==> config.mk <==
export PLATFORM = sky130hd
export DESIGN_NAME = mem_access_unit
export DESIGN_NICKNAME = d
export VERILOG_FILES = /design/src/rtl/mem_access_unit.sv
export SDC_FILE = /design/constraint.sdc
export NUM_CORES = 1
export LEC_CHECK = 0
export ABC_AREA = 0
export BUFFER_PORTS_ARGS = -buffer_cell sky130_fd_sc_hd__buf_2
export CORE_MARGIN = 4
export CORE_UTILIZATION = 40
export DETAILED_ROUTE_END_ITERATION = 8
export PLACE_DENSITY = 0.62
export SYNTH_ARGS = -nofsm -noshare
export SYNTH_HDL_FRONTEND = slang
export SYNTH_SLANG_ARGS = --single-unit
==> constraint.sdc <==
create_clock -name iwClk -period 9.1 [get_ports iwClk]
set_input_delay 2.73 -clock iwClk [delete_from_list [all_inputs] [get_ports iwClk]]
set_output_delay 2.73 -clock iwClk [all_outputs]
set_load 0.02 [all_outputs]
==> src/rtl/mem_access_unit.sv <==
// mem_access_unit: load/store unit between the CPU core and a word-wide,
// byte-addressed memory port. It takes one byte/half/word access at a time
// and issues word-aligned reads or strobed writes. An access that straddles
// a word boundary becomes two aligned accesses, and load data is realigned
// and sign- or zero-extended before it is returned.
//
// Optional feature: define MEM_ACCESS_MISALIGN_TRAP_EN to reject
// word-crossing requests with an error response instead of splitting them.
//
// Ports:
//   iwClk, iwRst                     clock, asynchronous active-high reset
//   iwReqValid/owReqReady            request handshake (ready while idle)
//   iwReqWrite, iwReqSize,
//   iwReqSigned, iwReqAddr,
//   iwReqWData                       request payload
//   orRspValid, orRspData, orRspErr  one-cycle completion pulse + result
//   orMemReadAddr, iwMemReadData     read port (data is sampled one cycle
//                                    after the address is driven)
//   orMemWriteAddr, orMemWriteData,
//   orMemWstrb                       write port (strobes nonzero one cycle)
module mem_access_unit #(
  parameter int unsigned pAddrWidth = 32
) (
  input  logic                  iwClk,
  input  logic                  iwRst,
  input  logic                  iwReqValid,
  output logic                  owReqReady,
  input  logic                  iwReqWrite,
  input  logic [1:0]            iwReqSize,
  input  logic                  iwReqSigned,
  input  logic [pAddrWidth-1:0] iwReqAddr,
  input  logic [31:0]           iwReqWData,
  output logic                  orRspValid,
  output logic [31:0]           orRspData,
  output logic                  orRspErr,
  output logic [pAddrWidth-1:0] orMemReadAddr,
  input  logic [31:0]           iwMemReadData,
  output logic [pAddrWidth-1:0] orMemWriteAddr,
  output logic [31:0]           orMemWriteData,
  output logic [3:0]            orMemWstrb
);

  localparam logic [2:0] IDLE = 3'd0;
  localparam logic [2:0] RD1  = 3'd1;
  localparam logic [2:0] RD2  = 3'd2;
  localparam logic [2:0] WR1  = 3'd3;
  localparam logic [2:0] WR2  = 3'd4;

  logic [2:0]            state_q, state_d;
  logic [pAddrWidth-1:0] rd_addr_q, rd_addr_d;
  logic [pAddrWidth-1:0] wr_addr_q, wr_addr_d;
  logic [31:0]           wr_data_q, wr_data_d;
  logic [3:0]            wstrb_q, wstrb_d;
  logic [3:0]            wstrb_hi_q, wstrb_hi_d;
  logic [pAddrWidth-1:0] base_q, base_d;
  logic [1:0]            off_q, off_d;
  logic [1:0]            size_q, size_d;
  logic                  sgn_q, sgn_d;
  logic                  cross_q, cross_d;
  logic [31:0]           lo_q, lo_d;
  logic                  rsp_valid_q, rsp_valid_d;
  logic [31:0]           rsp_data_q, rsp_data_d;
  logic                  rsp_err_q, rsp_err_d;

  // Request decode: aligned base, byte offset, lane mask, rotated data.
  logic [pAddrWidth-1:0] req_base;
  logic [1:0]            req_off;
  logic [2:0]            req_n;
  logic                  req_cross;
  logic [7:0]            req_mask;
  logic [63:0]           req_dbl;
  logic [31:0]           req_rot;
  logic                  trap_c;

  always_comb begin
    req_base = {iwReqAddr[pAddrWidth-1:2], 2'b00};
    req_off  = iwReqAddr[1:0];
    case (iwReqSize)
      2'd0:    begin req_n = 3'd1; req_mask = 8'b0000_0001; end
      2'd1:    begin req_n = 3'd2; req_mask = 8'b0000_0011; end
      default: begin req_n = 3'd4; req_mask = 8'b0000_1111; end
    endcase
    req_mask  = req_mask << req_off;
    req_cross = (3'({1'b0, req_off}) + req_n) > 3'd4;
    // Upper half of the doubled word shifted left is a rotate-left.
    req_dbl   = {iwReqWData, iwReqWData} << {req_off, 3'b000};
    req_rot   = req_dbl[63:32];
`ifdef MEM_ACCESS_MISALIGN_TRAP_EN
    trap_c    = req_cross;
`else
    trap_c    = 1'b0;
`endif
  end

  // Realign {hi,lo} by the byte offset and extend to 32 bits.
  function automatic logic [31:0] extract(input logic [31:0] lo, input logic [31:0] hi,
                                          input logic [1:0] off, input logic [1:0] size,
                                          input logic sgn);
    logic [31:0] sh;
    sh = 32'({hi, lo} >> {off, 3'b000});
    case (size)
      2'd0:    extract = {{24{sgn & sh[7]}}, sh[7:0]};
      2'd1:    extract = {{16{sgn & sh[15]}}, sh[15:0]};
      default: extract = sh;
    endcase
  endfunction

  // In RD1 the low word is still on the bus; in RD2 it comes from lo_q.
  logic [31:0] ext_lo_c, ext_data_c;
  always_comb begin
    ext_lo_c   = (state_q == RD2) ? lo_q : iwMemReadData;
    ext_data_c = extract(ext_lo_c, iwMemReadData, off_q, size_q, sgn_q);
  end

  // Next-state and output logic.
  always_comb begin
    state_d     = state_q;
    rd_addr_d   = rd_addr_q;
    wr_addr_d   = wr_addr_q;
    wr_data_d   = wr_data_q;
    wstrb_d     = wstrb_q;
    wstrb_hi_d  = wstrb_hi_q;
    base_d      = base_q;
    off_d       = off_q;
    size_d      = size_q;
    sgn_d       = sgn_q;
    cross_d     = cross_q;
    lo_d        = lo_q;
    rsp_valid_d = 1'b0;
    rsp_data_d  = rsp_data_q;
    rsp_err_d   = 1'b0;
    case (state_q)
      IDLE: begin
        if (iwReqValid) begin
          base_d     = req_base;
          off_d      = req_off;
          size_d     = iwReqSize;
          sgn_d      = iwReqSigned;
          cross_d    = req_cross;
          wstrb_hi_d = req_mask[7:4];
          if (trap_c) begin
            rsp_valid_d = 1'b1;
            rsp_err_d   = 1'b1;
            rsp_data_d  = 32'd0;
          end else if (iwReqWrite) begin
            wr_addr_d = req_base;
            wstrb_d   = req_mask[3:0];
            wr_data_d = req_rot;
            state_d   = WR1;
          end else begin
            rd_addr_d = req_base;
            state_d   = RD1;
          end
        end
      end
      RD1: begin
        lo_d = iwMemReadData;
        if (cross_q) begin
          rd_addr_d = base_q + pAddrWidth'(4);
          state_d   = RD2;
        end else begin
          rsp_valid_d = 1'b1;
          rsp_data_d  = ext_data_c;
          state_d     = IDLE;
        end
      end
      RD2: begin
        rsp_valid_d = 1'b1;
        rsp_data_d  = ext_data_c;
        state_d     = IDLE;
      end
      WR1: begin
        if (cross_q) begin
          wr_addr_d = base_q + pAddrWidth'(4);
          wstrb_d   = wstrb_hi_q;
          state_d   = WR2;
        end else begin
          wstrb_d     = 4'd0;
          rsp_valid_d = 1'b1;
          rsp_data_d  = 32'd0;
          state_d     = IDLE;
        end
      end
      WR2: begin
        wstrb_d     = 4'd0;
        rsp_valid_d = 1'b1;
        rsp_data_d  = 32'd0;
        state_d     = IDLE;
      end
      default: begin
        wstrb_d = 4'd0;
        state_d = IDLE;
      end
    endcase
  end

  // State register.
  always_ff @(posedge iwClk or posedge iwRst) begin
    if (iwRst) begin
      state_q     <= IDLE;
      rd_addr_q   <= '0;
      wr_addr_q   <= '0;
      wr_data_q   <= '0;
      wstrb_q     <= '0;
      wstrb_hi_q  <= '0;
      base_q      <= '0;
      off_q       <= '0;
      size_q      <= '0;
      sgn_q       <= 1'b0;
      cross_q     <= 1'b0;
      lo_q        <= '0;
      rsp_valid_q <= 1'b0;
      rsp_data_q  <= '0;
      rsp_err_q   <= 1'b0;
    end else begin
      state_q     <= state_d;
      rd_addr_q   <= rd_addr_d;
      wr_addr_q   <= wr_addr_d;
      wr_data_q   <= wr_data_d;
      wstrb_q     <= wstrb_d;
      wstrb_hi_q  <= wstrb_hi_d;
      base_q      <= base_d;
      off_q       <= off_d;
      size_q      <= size_d;
      sgn_q       <= sgn_d;
      cross_q     <= cross_d;
      lo_q        <= lo_d;
      rsp_valid_q <= rsp_valid_d;
      rsp_data_q  <= rsp_data_d;
      rsp_err_q   <= rsp_err_d;
    end
  end

  assign owReqReady     = (state_q == IDLE);
  assign orRspValid     = rsp_valid_q;
  assign orRspData      = rsp_data_q;
  assign orRspErr       = rsp_err_q;
  assign orMemReadAddr  = rd_addr_q;
  assign orMemWriteAddr = wr_addr_q;
  assign orMemWriteData = wr_data_q;
  assign orMemWstrb     = wstrb_q;

endmodule

======== Word-level counts from Yosys, hierarchy flattened ========
Index checks and enable logic that the tools add are counted.
word-level totals
  word-level logic and storage cells ...... 76
  bits of input ports ..................... 103
  flip-flop bits (word level) ............. 208
cells by class
  reductions and logical operators ........ 15
  bitwise operators ....................... 3
  equality and inequality tests ........... 13
  magnitude comparators ................... 1
  shift operators ......................... 3
  multiplexer cells ....................... 25
  add/sub/neg operators ................... 2
operator list
  operator                 count
  $mux W32                 8
  $pmux W32 S2             3
  $pmux W32 S4             1
  $shl A64 B5 Y64          1
  $shr A64 B5 Y32          1
  $add A32 B3 Y32 const B  1
  $mux W4                  3
  $ne A2 B2 Y1 const B     6
  $pmux W4 S3              1
  $pmux W3 S3              1
  $reduce_and A3 Y1        3
  $pmux W4 S2              1
  $reduce_and A4 Y1        2
  $shl A8 B2 Y8            1
  $eq A3 B2 Y1 const B     2
  $mux W3                  2
  $pmux W3 S2              1
  $reduce_or A2 Y1         3
  $eq A2 B1 Y1 const B     2
  $logic_not A2 Y1         2
  $mux W2                  2
  $reduce_bool A2 Y1       2
  $reduce_bool A4 Y1       1
  $add A2 B3 Y3            1
  other kinds (10)         11

======== Longest topological paths before layout ========
Gate-level depths: netlist (run 1).
  word-level depth ........................ 7
  depth in mapped cells ................... 9
  gate-level depth less buffers ........... 7

======== Worst setup path after synthesis (run 1) ========
OpenSTA, ideal clock, no wires.
  path type ............................... input to register
  start ................................... in iwReqAddr[1]
  end ..................................... reg wr_data_q[10], in the netlist orMemWriteData[10]
  slack ................................... 4,750 ps
  cell stages on the path ................. 6
  library setup time ...................... 117 ps
  data arrival time ....................... 4,232 ps
  cells stage by stage .................... clkbuf_1 clkbuf_1 clkbuf_1 mux4_2 nand2_1 nand2_1
between the ends
  cells in the longest elaborated chain, start to end .. 1
RTL lines
  element               RTL line  source
  start, declared       31        input logic [pAddrWidth-1:0] iwReqAddr,
  $shl A64 B5 Y64       86        req_dbl = {iwReqWData, iwReqWData} << {req_off, 3'b000};
  end signal, assigned  219       wr_data_q <= wr_data_d;
  end, declared         52        logic [31:0] wr_data_q, wr_data_d;
Every way passes these cells.
A chain may end at the register's enable or synchronous reset.

======== Worst setup path after layout (run 1) ========
  start ................................... reg state_q[2]
  end ..................................... out owReqReady
between the ends
  cells in the longest elaborated chain, start to end .. 1
RTL lines
  element                 RTL line  source
  start, declared         49        logic [2:0] state_q, state_d;
  start signal, assigned  216       state_q <= state_d;
  $logic_not A3 Y1        234       assign owReqReady = (state_q == IDLE);
  end, declared           27        output logic owReqReady,
Every way passes these cells.

==> results by group, run 1 <==
Run status
  – Status: complete, no violations

Pwr
  – Peak VDD IR: 0.185 mV
  – Pwr/cell area: between 300 and 400 mW/mm²
  – Leakage: about 6.3 nW
  – Total power: between 0.004 and 0.005 W

Setup path
  – Cell at the slowest stage of the critical path: dfrtp_1
  – Buffers and inverters on the worst path: 2
  – Worst EP required: approximately 6.4 ns
  – Setup CP Type: reg2out
  – Crit. End Element: primary output
  – Worst Path Max Fanout: 20
  – Worst EP arrival: approximately 2.1 ns
  – Number of cells on the worst reg-to-reg path: 7
  – Critical Path Max Stage Delay: a little over 0.7 ns
  – CP Launch Type: flip-flop
  – Critical path depth in cells: 3
  – Kind of cell adding the most delay to the critical path: flip-flops
  – CP Cell Sequence: or3_1, inv_1, buf_2

Routing
  – WL final: approximately 33,000 µm
  – Routed WL per cell: around 19 µm
  – Via density: around 5.4
  – DRT Pass-1 Iters: 5
  – Post-route DRC: 0
  – Post-DRT Antenna Nets: 0
  – Vias: 9,455
  – 1st-iter DRT viols: just over 700

Floorplanning
  – # rows: 61
  – Core Footprint: 0.0277 mm²
  – Chip Height: 176 µm
  – Io pins: ~240
  – DIE AREA: around 0.031 mm²
  – Initial Util: between 40% and 50%
  – Chip Width: 176 µm

STA
  – Slew Limit Fails: 0
  – Worst hold margin: 0.459 ns
  – Unrepaired setup endpoints after global routing: false
  – Final worst slack: around 4.3 ns
  – Clock Skews: 0.0156 ns
  – Final setup fails: 0
  – Final period util: a little over half
  – Crit path time final: between 4 and 5 ns
  – Fin. Hold Viols: 0
  – Max-slew headroom: 28.0%
  – Slew @ Worst Pin: ~1.1 ns
  – F_max: between 0.2 and 0.25 GHz
  – Setup_tns: 0 ns

Logic synthesis
  – Synth area leader: dfrtp_1
  – Flop and latch count out of synthesis: approximately 200
  – Largest cells by area after synthesis: dfrtp_1 45%, nand2_1 10%, mux4_2 8.6%
  – Post-Synth Adder-Cell Area: less than 1%
  – Largest family of logic cells by synthesized area: simple AND/OR/NAND/NOR gates
  – Prevailing post-synth register cell: dfrtp_1
  – Sequential share of the synthesized area: 45.2%
  – Synth Area in Simple Gates: roughly 19%
  – Mapped Cells: around 1,200
  – Async SR Flop Fraction: 100%
  – Yosys cell types: 63
  – Avg Cell Area, Syn: just under 10 µm²
  – Mux share of post-synthesis cell area: between 10% and 20%
  – Post-synth EDFFs: 0
  – XOR/XNOR share of the synthesized area: 1.56%
  – Syn Std Cell Area: roughly 0.011 mm²
  – Synth top area share: 45.2%
  – Compound-Gate Fraction of Synth Area: between 10% and 20%
  – Ys Warns: 0

CTS
  – CTS sink cnt: ~200
  – Clock slew seen by the registers of the worst setup and hold paths: 0.06 ns
  – CTS H-Tree Depth: 1
  – Post-CTS sizing: 0
  – Clk buf depth: 3
  – Root Driver: clkbuf_16
  – Setup Fix Bufs, Post-CTS: 0
  – TritonCTS buffer count: 24
  – CTS tree: done
  – Clock Latency Late Sink: 0.53 ns
  – # hold bufs at CTS: 0

Finish
  – Net count, final: about 1,500
  – Area growth syn-to-layout: 19.6%
  – Fill count: 2,637
  – Share of layout cells above drive strength 1: 29.5%

Placement
  – Setup slack at placement: approximately 4.4 ns
  – Number of port buffers: 232
  – Final RePlAce weighted congestion: 0.829
  – DP HPWL: approximately 22,000 µm

Global route
  – Vias in the first global route: 9,129
  – Total grt overflow: 0
  – Largest net degree at the start of global routing: between 100 and 150
  – Initial antenna violation count: 8
  – Global-route wire length before repair: 51,400 µm
  – Global Route Usage Sum: roughly 20%

Hold path
  – Hold crit path type: reg2reg
  – Hold path depth: 2

Run
  – Max_cap viols: 0
## report_power, final
part / internal [W] / total (W) / switching (W) / leakage, nW
Sequential: 0.00131 / 0.00160 / 0.000290 / 2.51
Clock: 0.000562 / 0.000953 / 0.000392 / 0.378
Combinational: 0.000735 / 0.00199 / 0.00125 / 3.39
Total: 0.00261 / 0.00454 / 0.00193 / 6.27
## layer usage
metal | part of all wire (%) | wire, µm | GRT usage [%] | up-vias
met4 | 1.5 | 491 | 4.06 | 14
met1 | 44 | 14400 | 28.7 | 4605
li1 | - | - | - | 4491
met5 | 0.26 | 83 | 0 | -
met2 | 46 | 15000 | 32.5 | 296
met3 | 7.6 | 2470 | 5.08 | 49
## registers in the layout, indices dropped and copies added (netlist names)
signal and cells:
orMemWriteData 32, orRspValid 1, sgn_q 1, base_q 30
size_q 2, wstrb_hi_q 3, orMemWstrb 4, orMemWriteAddr 30
orRspData 32, cross_q 1, state_q 3, lo_q 32
orMemReadAddr 30, off_q 2
## cells in the final DEF (no fill, tap or decap), types with 4 or more instances in the layout
master | Yosys | routed
nand2_1 | 306 | 305
buf_2 | 13 | 232
dfrtp_1 | 203 | 203
nor2_1 | 52 | 52
mux2_2 | 48 | 48
o21ai_0 | 46 | 46
mux4_2 | 43 | 43
mux2i_1 | 40 | 40
nand3_1 | 31 | 31
o211ai_1 | 30 | 30
inv_1 | 28 | 27
clkbuf_16 | 0 | 24
a21oi_1 | 22 | 22
nor3_1 | 21 | 21
o31ai_1 | 16 | 16
buf_4 | 6 | 15
xor2_1 | 13 | 13
a211oi_1 | 12 | 12
nand4_1 | 12 | 12
a22oi_1 | 11 | 11
or2_2 | 9 | 9
o221ai_1 | 8 | 8
and2_1 | 8 | 7
xnor2_1 | 7 | 7
nor4bb_1 | 7 | 7
o311ai_0 | 7 | 7
and3_1 | 6 | 6
o31a_1 | 6 | 6
nor4_1 | 6 | 6
a221oi_1 | 6 | 6
clkbuf_8 | 0 | 6
and4_1 | 5 | 5
o21ai_1 | 7 | 5
conb_1 | 1 | 5
clkbuf_1 | 50 | 5
nor3b_1 | 4 | 4
a21o_1 | 4 | 4
or3_1 | 4 | 4
nand3b_1 | 4 | 4
nor2b_1 | 4 | 4
## worst paths after layout
check,startpoint,to,slack [ns]
setup reg to reg,state_q[0],orMemWriteAddr[31],5.66
hold / removal,orMemWriteData[8],orMemWriteData[8],0.46
setup / recovery,state_q[2],owReqReady,4.31
min in group asynchronous,iwRst,lo_q[22],2.40
max in group asynchronous,iwRst,orRspData[7],5.06
hold reg to reg,orMemWriteData[8],orMemWriteData[8],0.46
## Yosys cell counts (9+ instances only)
| cell type | count |
|---|---|
| o21ai_0 | 46 |
| clkbuf_1 | 50 |
| mux2i_1 | 40 |
| dfrtp_1 | 203 |
| buf_2 | 13 |
| o31ai_1 | 16 |
| a21oi_1 | 22 |
| or2_2 | 9 |
| nand3_1 | 31 |
| o211ai_1 | 30 |
| a22oi_1 | 11 |
| mux2_2 | 48 |
| nand4_1 | 12 |
| nor3_1 | 21 |
| mux4_2 | 43 |
| nor2_1 | 52 |
| inv_1 | 28 |
| a211oi_1 | 12 |
| nand2_1 | 306 |
| buf_1 | 11 |
| xor2_1 | 13 |
## per-stage QoR
stage | area (µm²) | cells | utilization, %
after floorplan | 11200 | 1157 | -
after detailed placement | 12700 | 1698 | 45.7
final | 13400 | 1741 | 48.5
after CTS | 13400 | 1740 | 48.5
after global placement | 12700 | 1698 | 45.7
after global routing | 13400 | 1741 | 48.5
## cell type report
cell class              instances  area, µm²  area share, %
flip-flops and latches        203       5080           37.8
multi-input cells             841       5710           42.5
diodes                          1       2.50         0.0186
well taps                     378        473           3.52
inverters                      29        116          0.866
repair buffers                247       1270           9.48
clock inverters                 7       76.3          0.568
clock buffers                  35        702           5.22
## tightest hold or removal path, cell delays in order (launching register included)
cell,delay [ns]
dfrtp_1,0.34
nand2_1,0.05
nand2_1,0.05
## cell families (layout without fill, tap and decap cells)
family / Yosys count / after routing
fa+ha+maj: 4 / 4
other cells: 1 / 6
simple gates: 487 / 487
compound gates: 193 / 193
mux: 132 / 132
buf+inv: 113 / 318
flops: 203 / 203
xor+xnor: 20 / 20
No activity file was read; power rests on OpenSTA's default activity.
==> inputs of run 2 (changes only) <==
--- a/config.mk
+++ b/config.mk
@@ -5,12 +5,12 @@
 export SDC_FILE = /design/constraint.sdc
 export NUM_CORES = 1
 export LEC_CHECK = 0
-export ABC_AREA = 0
+export ABC_AREA = 1
 export BUFFER_PORTS_ARGS = -buffer_cell sky130_fd_sc_hd__buf_2
 export CORE_MARGIN = 4
 export CORE_UTILIZATION = 40
 export DETAILED_ROUTE_END_ITERATION = 8
-export PLACE_DENSITY = 0.62
+export PLACE_DENSITY = 0.61
 export SYNTH_ARGS = -nofsm -noshare
 export SYNTH_HDL_FRONTEND = slang
 export SYNTH_SLANG_ARGS = --single-unit
==> constraint.sdc (replaced) <==
create_clock -name iwClk -period 4.9 [get_ports iwClk]
set_input_delay 1.47 -clock iwClk [delete_from_list [all_inputs] [get_ports iwClk]]
set_output_delay 1.47 -clock iwClk [all_outputs]
set_load 0.02 [all_outputs]
==> run 2 against run 1 <==
Critical path depth rose by 1; sequential power rose by 90%; clock-buffer cell count did not move; worst setup slack got worse by 2.6 ns; synthesized area rose by 2.3%; synthesized cell count rose by 36%; via count rose by 18%; global-route usage rose by 2.2 points; hold slack improved by 0.014 ns; critical endpoint unchanged; largest cell class unchanged; largest power group unchanged.
==> results by group, run 2 <==
Run status
  – Status: complete, no violations

Routing
  – WL final: 35,900 µm (+10%)
  – Post-route DRC: 0 (unchanged)
  – Routed WL per cell: 16.7 µm (-11%)
  – Via density: 5.19 (-4.4%)
  – 1st-iter DRT viols: 908 (+27%)
  – Vias: 11,200 (+18%)
  – DRT Pass-1 Iters: 5 (unchanged)
  – Post-DRT Antenna Nets: 0 (unchanged)

STA
  – Setup_tns: 0 ns (unchanged)
  – Clock Skews: 0.0105 ns (-0.00512 ns)
  – Final setup fails: 0 (unchanged)
  – Worst hold margin: 0.473 ns (+0.0139 ns)
  – F_max: about 0.31 GHz
  – Slew Limit Fails: 0 (unchanged)
  – Slew @ Worst Pin: 1.11 ns (+0.0262 ns)
  – Crit path time final: approximately 3.2 ns
  – Fin. Hold Viols: 0 (unchanged)
  – Final period util: around 66%
  – Unrepaired setup endpoints after global routing: false
  – Max-slew headroom: 26.2% (-1.8 points)

Logic synthesis
  – Mapped Cells: 1,571 (+36%)
  – Yosys cell types: 40 (-37%)
  – Flop and latch count out of synthesis: 203 (unchanged)
  – Async SR Flop Fraction: 100% (unchanged)
  – Count leader, synth: nand2_1
  – Post-synth EDFFs: 0 (unchanged)
  – Prevailing post-synth register cell: dfrtp_1
  – Syn Std Cell Area: 0.0115 mm² (+2.3%)
  – Largest cells by area after synthesis: dfrtp_1 44%, nand2_1 17%, o21ai_0 9.0%
  – Top post-synthesis cells by count: 529 x nand2_1, 206 x o21ai_0, 203 x dfrtp_1, 139 x inv_1, 105 x nand3_1
  – Ys Warns: 0 (unchanged)
  – Sequential share of the synthesized area: 44.2% (-1.0 points)
  – Synth area leader: dfrtp_1
  – Avg Cell Area, Syn: 7.31 µm² (-25%)
  – Synth top area share: 44.2% (-1.0 points)

CTS
  – Setup Fix Bufs, Post-CTS: 0 (unchanged)
  – Root Driver: clkbuf_16
  – Clock slew seen by the registers of the worst setup and hold paths: 0.06 ns (about the same)
  – Clock Latency Late Sink: 0.53 ns (about the same)
  – TritonCTS buffer count: 25 (+4.2%)
  – CTS sink cnt: 203 (unchanged)
  – # hold bufs at CTS: 0 (unchanged)
  – CTS H-Tree Depth: 1 (unchanged)
  – Post-CTS sizing: 0 (unchanged)
  – CTS tree: done
  – Clk buf depth: 3 (unchanged)

Floorplanning
  – # rows: 61 (unchanged)
  – Core Footprint: 0.0281 mm² (+1.4%)
  – Initial Util: 40.9% (+0.36 points)
  – DIE AREA: 0.0315 mm² (+2.2%)
  – Chip Width: 177 µm (+1.1%)
  – Io pins: 238 (unchanged)
  – Chip Height: 177 µm (+1.1%)

Pwr
  – Net Switching: 0.00431 W (+120%)
  – Internal power: 0.00493 W (+89%)
  – Pwr/cell area: 680 mW/mm² (+100%)
  – Sw frac: 46.6% (+4.1 points)
  – Leakage: 7.10 nW (+13%)
  – Flop pwr share: 32.9% (-2.4 points)
  – Comb pwr share: 47.2% (+3.5 points)
  – Peak VDD IR: 0.319 mV (+72%)
  – Clock share of power: 19.8% (-1.2 points)

Setup path
  – Worst EP arrival: 1.76 ns (-0.30 ns)
  – Worst EP required: 3.43 ns (-2.94 ns)
  – CP Cell Sequence: nor2_1, nand2_1, inv_1, buf_2
  – Reg2Reg Launch Point: state_q[2]
  – Critical path depth in cells: 4 (+1)
  – Cell at the slowest stage of the critical path: dfrtp_1
  – Worst Path Max Fanout: 6 (-70%)
  – Critical Path Start: state_q[1]
  – Crit. End Element: primary output
  – Setup CP Type: reg2out
  – Kind of cell adding the most delay to the critical path: buffers and inverters
  – CP Launch Type: flip-flop
  – Buffers and inverters on the worst path: 2 (unchanged)
  – R2R setup slack: 1.88 ns (-3.78 ns)
  – Number of cells on the worst reg-to-reg path: 9 (+2)
  – RR Endpoint: orMemWriteAddr[10]
  – Critical Path Max Stage Delay: 0.43 ns (-0.28 ns)

Global route
  – Initial antenna violation count: 2 (-6)
  – Vias in the first global route: 10,700 (+17%)
  – Largest net degree at the start of global routing: 105 (-18%)
  – Global-route wire length before repair: 57,900 µm (+13%)
  – Global Route Usage Sum: 22.6% (+2.2 points)
  – Total grt overflow: 0 (unchanged)

Finish
  – Fill count: 2,865 (+8.6%)
  – Final non-filler cell total: 2,149 (+23%)
  – Post-route cell area: 0.0136 mm² (+1.1%)
  – Most common cell after layout, fill and taps aside: nand2_1
  – Final core utilization: 48.4% (-0.13 points)
  – Share of layout cells above drive strength 1: 18.3% (-11 points)
  – N_diodes: 0 (-1)
  – Area growth syn-to-layout: 18.3%
  – Net count, final: 1,859 (+28%)
  – Most frequent cells in the layout: 529 x nand2_1, 232 x buf_2, 206 x o21ai_0, 203 x dfrtp_1, 138 x inv_1

Placement
  – Dpl cells: 2,103 (+24%)
  – Final RePlAce weighted congestion: 0.904 (+9.0%)
  – Number of port buffers: 232 (unchanged)
  – Placed Area: 0.0128 mm² (+0.95%)
  – DP HPWL: 24,700 µm (+11%)

Hold path
  – Hold path depth: 2 (unchanged)
  – Hold Path Origin: orRspData[8]
  – Hold crit path type: reg2reg
  – Worst min-delay path endpoint: orRspData[8]

Run
  – Max_cap viols: 0 (unchanged)
## run 2: layout make-up
type                       instances  area [µm²]  area share (%)
clock buffer                      35         693            5.10
clock inverter                    11         116           0.857
inverter                         148         559            4.12
multi-input combinational       1132        5400            39.8
sequential                       203        5080            37.4
tap                              378         473            3.48
timing repair buffer             242        1260            9.28
## run 2: stage by stage
step / setup slack, ns / power (W)
floorplan: 0.800 / 0.00608
global placement: 1.24 / 0.00738
detailed placement: 1.19 / 0.00745
CTS: 1.64 / 0.00934
global route: 1.49 / 0.0100
finish: 1.67 / 0.00924
## run 2: worst max-delay path by stage
stage                     to  slack (ns)
3_3_place_gp   orMemWstrb[0]        1.24
5_1_grt        orMemWstrb[0]        1.49
2_1_floorplan     base_q[10]        0.80
6_report          owReqReady        1.67
3_5_place_dp   orMemWstrb[0]        1.19
4_1_cts           owReqReady        1.64
## run 2: routing by layer
layer	track usage (%)	share of wire [%]	vias up
li1	-	-	5432
met2	35.4	46	337
met4	6.25	2.6	4
met5	0	0.056	-
met1	32.7	46	5330
met3	3.37	5.9	53
## run 2: kinds of logic (layout without fill, tap and decap cells)
group	count (synthesis)	in the layout	synth area share, %
compound gates	325	325	15.0
xor+xnor	12	12	0.915
fa+ha+maj	4	4	0.501
buf+inv	240	436	8.92
flops	203	203	44.2
mux	35	35	3.08
other cells	1	5	0.0326
simple gates	751	751	27.3
## run 2: tightest hold or removal path, cell delays in order (launching register included)
cell	delay [ns]
dfrtp_1	0.34
nand2_1	0.05
nand2_1	0.05
## run 2: power by group through the flow
stage | clock network, W | registers, W | logic, W
after floorplan | 0 | 0.00354 | 0.00254
after global placement | 0 | 0.00305 | 0.00433
after detailed placement | 0 | 0.00306 | 0.00439
after CTS | 0.00188 | 0.00304 | 0.00441
after global routing | 0.00195 | 0.00315 | 0.00493
final | 0.00183 | 0.00304 | 0.00437
==> inputs of run 3 (changes only) <==
==> constraint.sdc (replaced) <==
create_clock -name iwClk -period 3.35 [get_ports iwClk]
set_input_delay 1.005 -clock iwClk [delete_from_list [all_inputs] [get_ports iwClk]]
set_output_delay 1.005 -clock iwClk [all_outputs]
set_load 0.02 [all_outputs]
==> run 3 against run 2 <==
First-iteration DRC count is 2.6% lower; worst setup slack worse by 1.1 ns; via count is 0.84% lower; critical path depth stayed put; sequential power is 45% higher; clock-buffer cell count stayed put; register-to-register slack worse by 0.92 ns.
==> results by group, run 3 (synthesized netlist as in run 2, its figures left out) <==
Hold path
  – Hold crit path type: reg2reg
  – Worst min-delay path endpoint: orRspData[30]
  – Hold Path Origin: orRspData[30]
  – Hold path depth: 2 (unchanged)

Pwr
  – Peak VDD IR: 0.527 mV (+65%)
  – Pwr/cell area: 1010 mW/mm² (+48%)
  – Leakage: 7.19 nW (+1.3%)
  – Total power: 0.0139 W (+50%)

Global route
  – Global Route Usage Sum: 22.5% (-0.11 points)
  – Largest net degree at the start of global routing: 99 (-5.7%)
  – Vias in the first global route: 11,000 (+3.0%)
  – Global-route wire length before repair: 58,000 µm (+0.20%)
  – Initial antenna violation count: 2 (unchanged)
  – Total grt overflow: 0 (unchanged)

Setup path
  – Buffers and inverters on the worst path: 2 (unchanged)
  – Critical Path Max Stage Delay: 0.44 ns (about the same)
  – Cell at the slowest stage of the critical path: dfrtp_1
  – Worst Path Max Fanout: 6 (unchanged)
  – Worst EP arrival: 1.76 ns (about the same)
  – Setup CP Type: reg2out
  – Crit. End Element: primary output
  – Worst EP required: 2.34 ns (-1.09 ns)
  – Kind of cell adding the most delay to the critical path: flip-flops
  – Reg2Reg Launch Point: state_q[2]
  – Number of cells on the worst reg-to-reg path: 10 (+1)
  – CP Launch Type: flip-flop
  – CP Cell Sequence: nor2_1, nand2_1, inv_1, buf_2
  – R2R setup slack: 0.96 ns (-0.92 ns)
  – RR Endpoint: orMemWriteAddr[8]

Floorplanning
  – # rows: 61 (unchanged)
  – DIE AREA: 0.0315 mm² (unchanged)
  – Initial Util: 40.9% (unchanged)
  – Chip Width: 177 µm (unchanged)
  – Chip Height: 177 µm (unchanged)
  – Io pins: 238 (unchanged)
  – Core Footprint: 0.0281 mm² (unchanged)

CTS
  – Setup Fix Bufs, Post-CTS: 0 (unchanged)
  – CTS tree: done
  – Post-CTS sizing: 0 (unchanged)
  – CTS sink cnt: 203 (unchanged)
  – TritonCTS buffer count: 25 (unchanged)
  – # hold bufs at CTS: 0 (unchanged)
  – Clock Latency Late Sink: 0.52 ns (about the same)
  – Root Driver: clkbuf_16
  – CTS H-Tree Depth: 1 (unchanged)
  – Clock slew seen by the registers of the worst setup and hold paths: 0.06 ns (about the same)
  – Clk buf depth: 3 (unchanged)

Routing
  – DRT Pass-1 Iters: 6 (+1)
  – Post-route DRC: 0 (unchanged)
  – 1st-iter DRT viols: 884 (-2.6%)
  – Vias: 11,100 (-0.84%)
  – Routed WL per cell: 16.4 µm (-1.8%)
  – WL final: 35,400 µm (-1.4%)
  – Via density: 5.13 (-1.3%)
  – Post-DRT Antenna Nets: 0 (unchanged)

STA
  – Crit path time final: 2.76 ns
  – Final setup fails: 0 (unchanged)
  – Setup_tns: 0 ns (unchanged)
  – Unrepaired setup endpoints after global routing: false
  – Final period util: 82.4%
  – Fin. Hold Viols: 0 (unchanged)
  – F_max: approximately 0.36 GHz
  – Clock Skews: 0.0107 ns (+0.000258 ns)
  – Slew Limit Fails: 0 (unchanged)
  – Slew @ Worst Pin: 1.04 ns (-0.0677 ns)
  – Max-slew headroom: 30.8% (+4.5 points)

Run
  – Max_cap viols: 0 (unchanged)

Finish
  – Area growth syn-to-layout: 19.9%
  – Net count, final: 1,869 (+0.54%)
  – Final core utilization: 49.0% (+0.68 points)
  – Share of layout cells above drive strength 1: 18.8% (+0.48 points)
  – Most frequent cells in the layout: 529 x nand2_1, 232 x buf_2, 206 x o21ai_0, 203 x dfrtp_1, 138 x inv_1
  – Most common cell after layout, fill and taps aside: nand2_1
  – Final non-filler cell total: 2,158 (+0.42%)

Placement
  – Number of port buffers: 232 (unchanged)
  – DP HPWL: 24,900 µm (+0.93%)
  – Final RePlAce weighted congestion: 0.921 (+1.9%)
  – Dpl cells: 2,113 (+0.48%)

Run status
  – Status: complete, no violations
[run 3: changes by cell type in the layout (fill, tap and decap cells not counted), sizes merged]
cell      before  now
bufinv         2    6
buf          242  252
clkinvlp       1    2
inv          147  146
clkinv         9    3
diode          0    1
[run 3: layout make-up]
cell class | instances | area [µm²]
clock inverters | 9 | 198
flip-flops and latches | 203 | 5080
fillers | 2878 | 14300
well taps | 378 | 473
multi-input cells | 1132 | 5400
repair buffers | 252 | 1350
diodes | 1 | 2.50
inverters | 148 | 559
clock buffers | 35 | 713
[run 3: stage by stage]
stage,hold slack [ns],setup WS (ns),instance area (µm²)
2_1_floorplan,0.444,-0.285,11500
4_1_cts,0.480,0.588,13800
3_3_place_gp,0.461,0.746,12900
6_report,0.473,0.589,13800
3_5_place_dp,0.459,0.691,12900
5_1_grt,0.486,0.506,13800
[run 3: per-layer routing]
layer | wire [µm] | track usage [%] | vias up | share of wire, %
met5 | 12 | 0 | - | 0.034
met4 | 988 | 7.09 | 2 | 2.8
met3 | 2300 | 3.49 | 65 | 6.5
met2 | 15800 | 35.0 | 372 | 45
met1 | 16300 | 32.3 | 5160 | 46
li1 | - | - | 5463 | -
[run 3: how the worst max path moves through the flow]
stage                from                 to  cells past startpoint  slack (ns)
2_1_floorplan       iwRst         base_q[10]                      1       -0.29
6_report       state_q[1]         owReqReady                      4        0.59
3_5_place_dp   iwReqValid  orMemWriteAddr[8]                     10        0.69
3_3_place_gp   iwReqValid  orMemWriteAddr[8]                     10        0.75
5_1_grt        state_q[1]         owReqReady                      4        0.51
4_1_cts        state_q[1]         owReqReady                      4        0.59
[run 3: tightest hold or removal path: cells and delay by family, from the launching register on]
kind             cells  cell delay, ns
DFF                  1            0.33
and+or+nand+nor      2            0.11
[run 3: report_power, final]
part / switching (W) / internal [W]
registers: 0.000774 / 0.00363
logic: 0.00444 / 0.00202
clock network: 0.00108 / 0.00194
total: 0.00629 / 0.00759
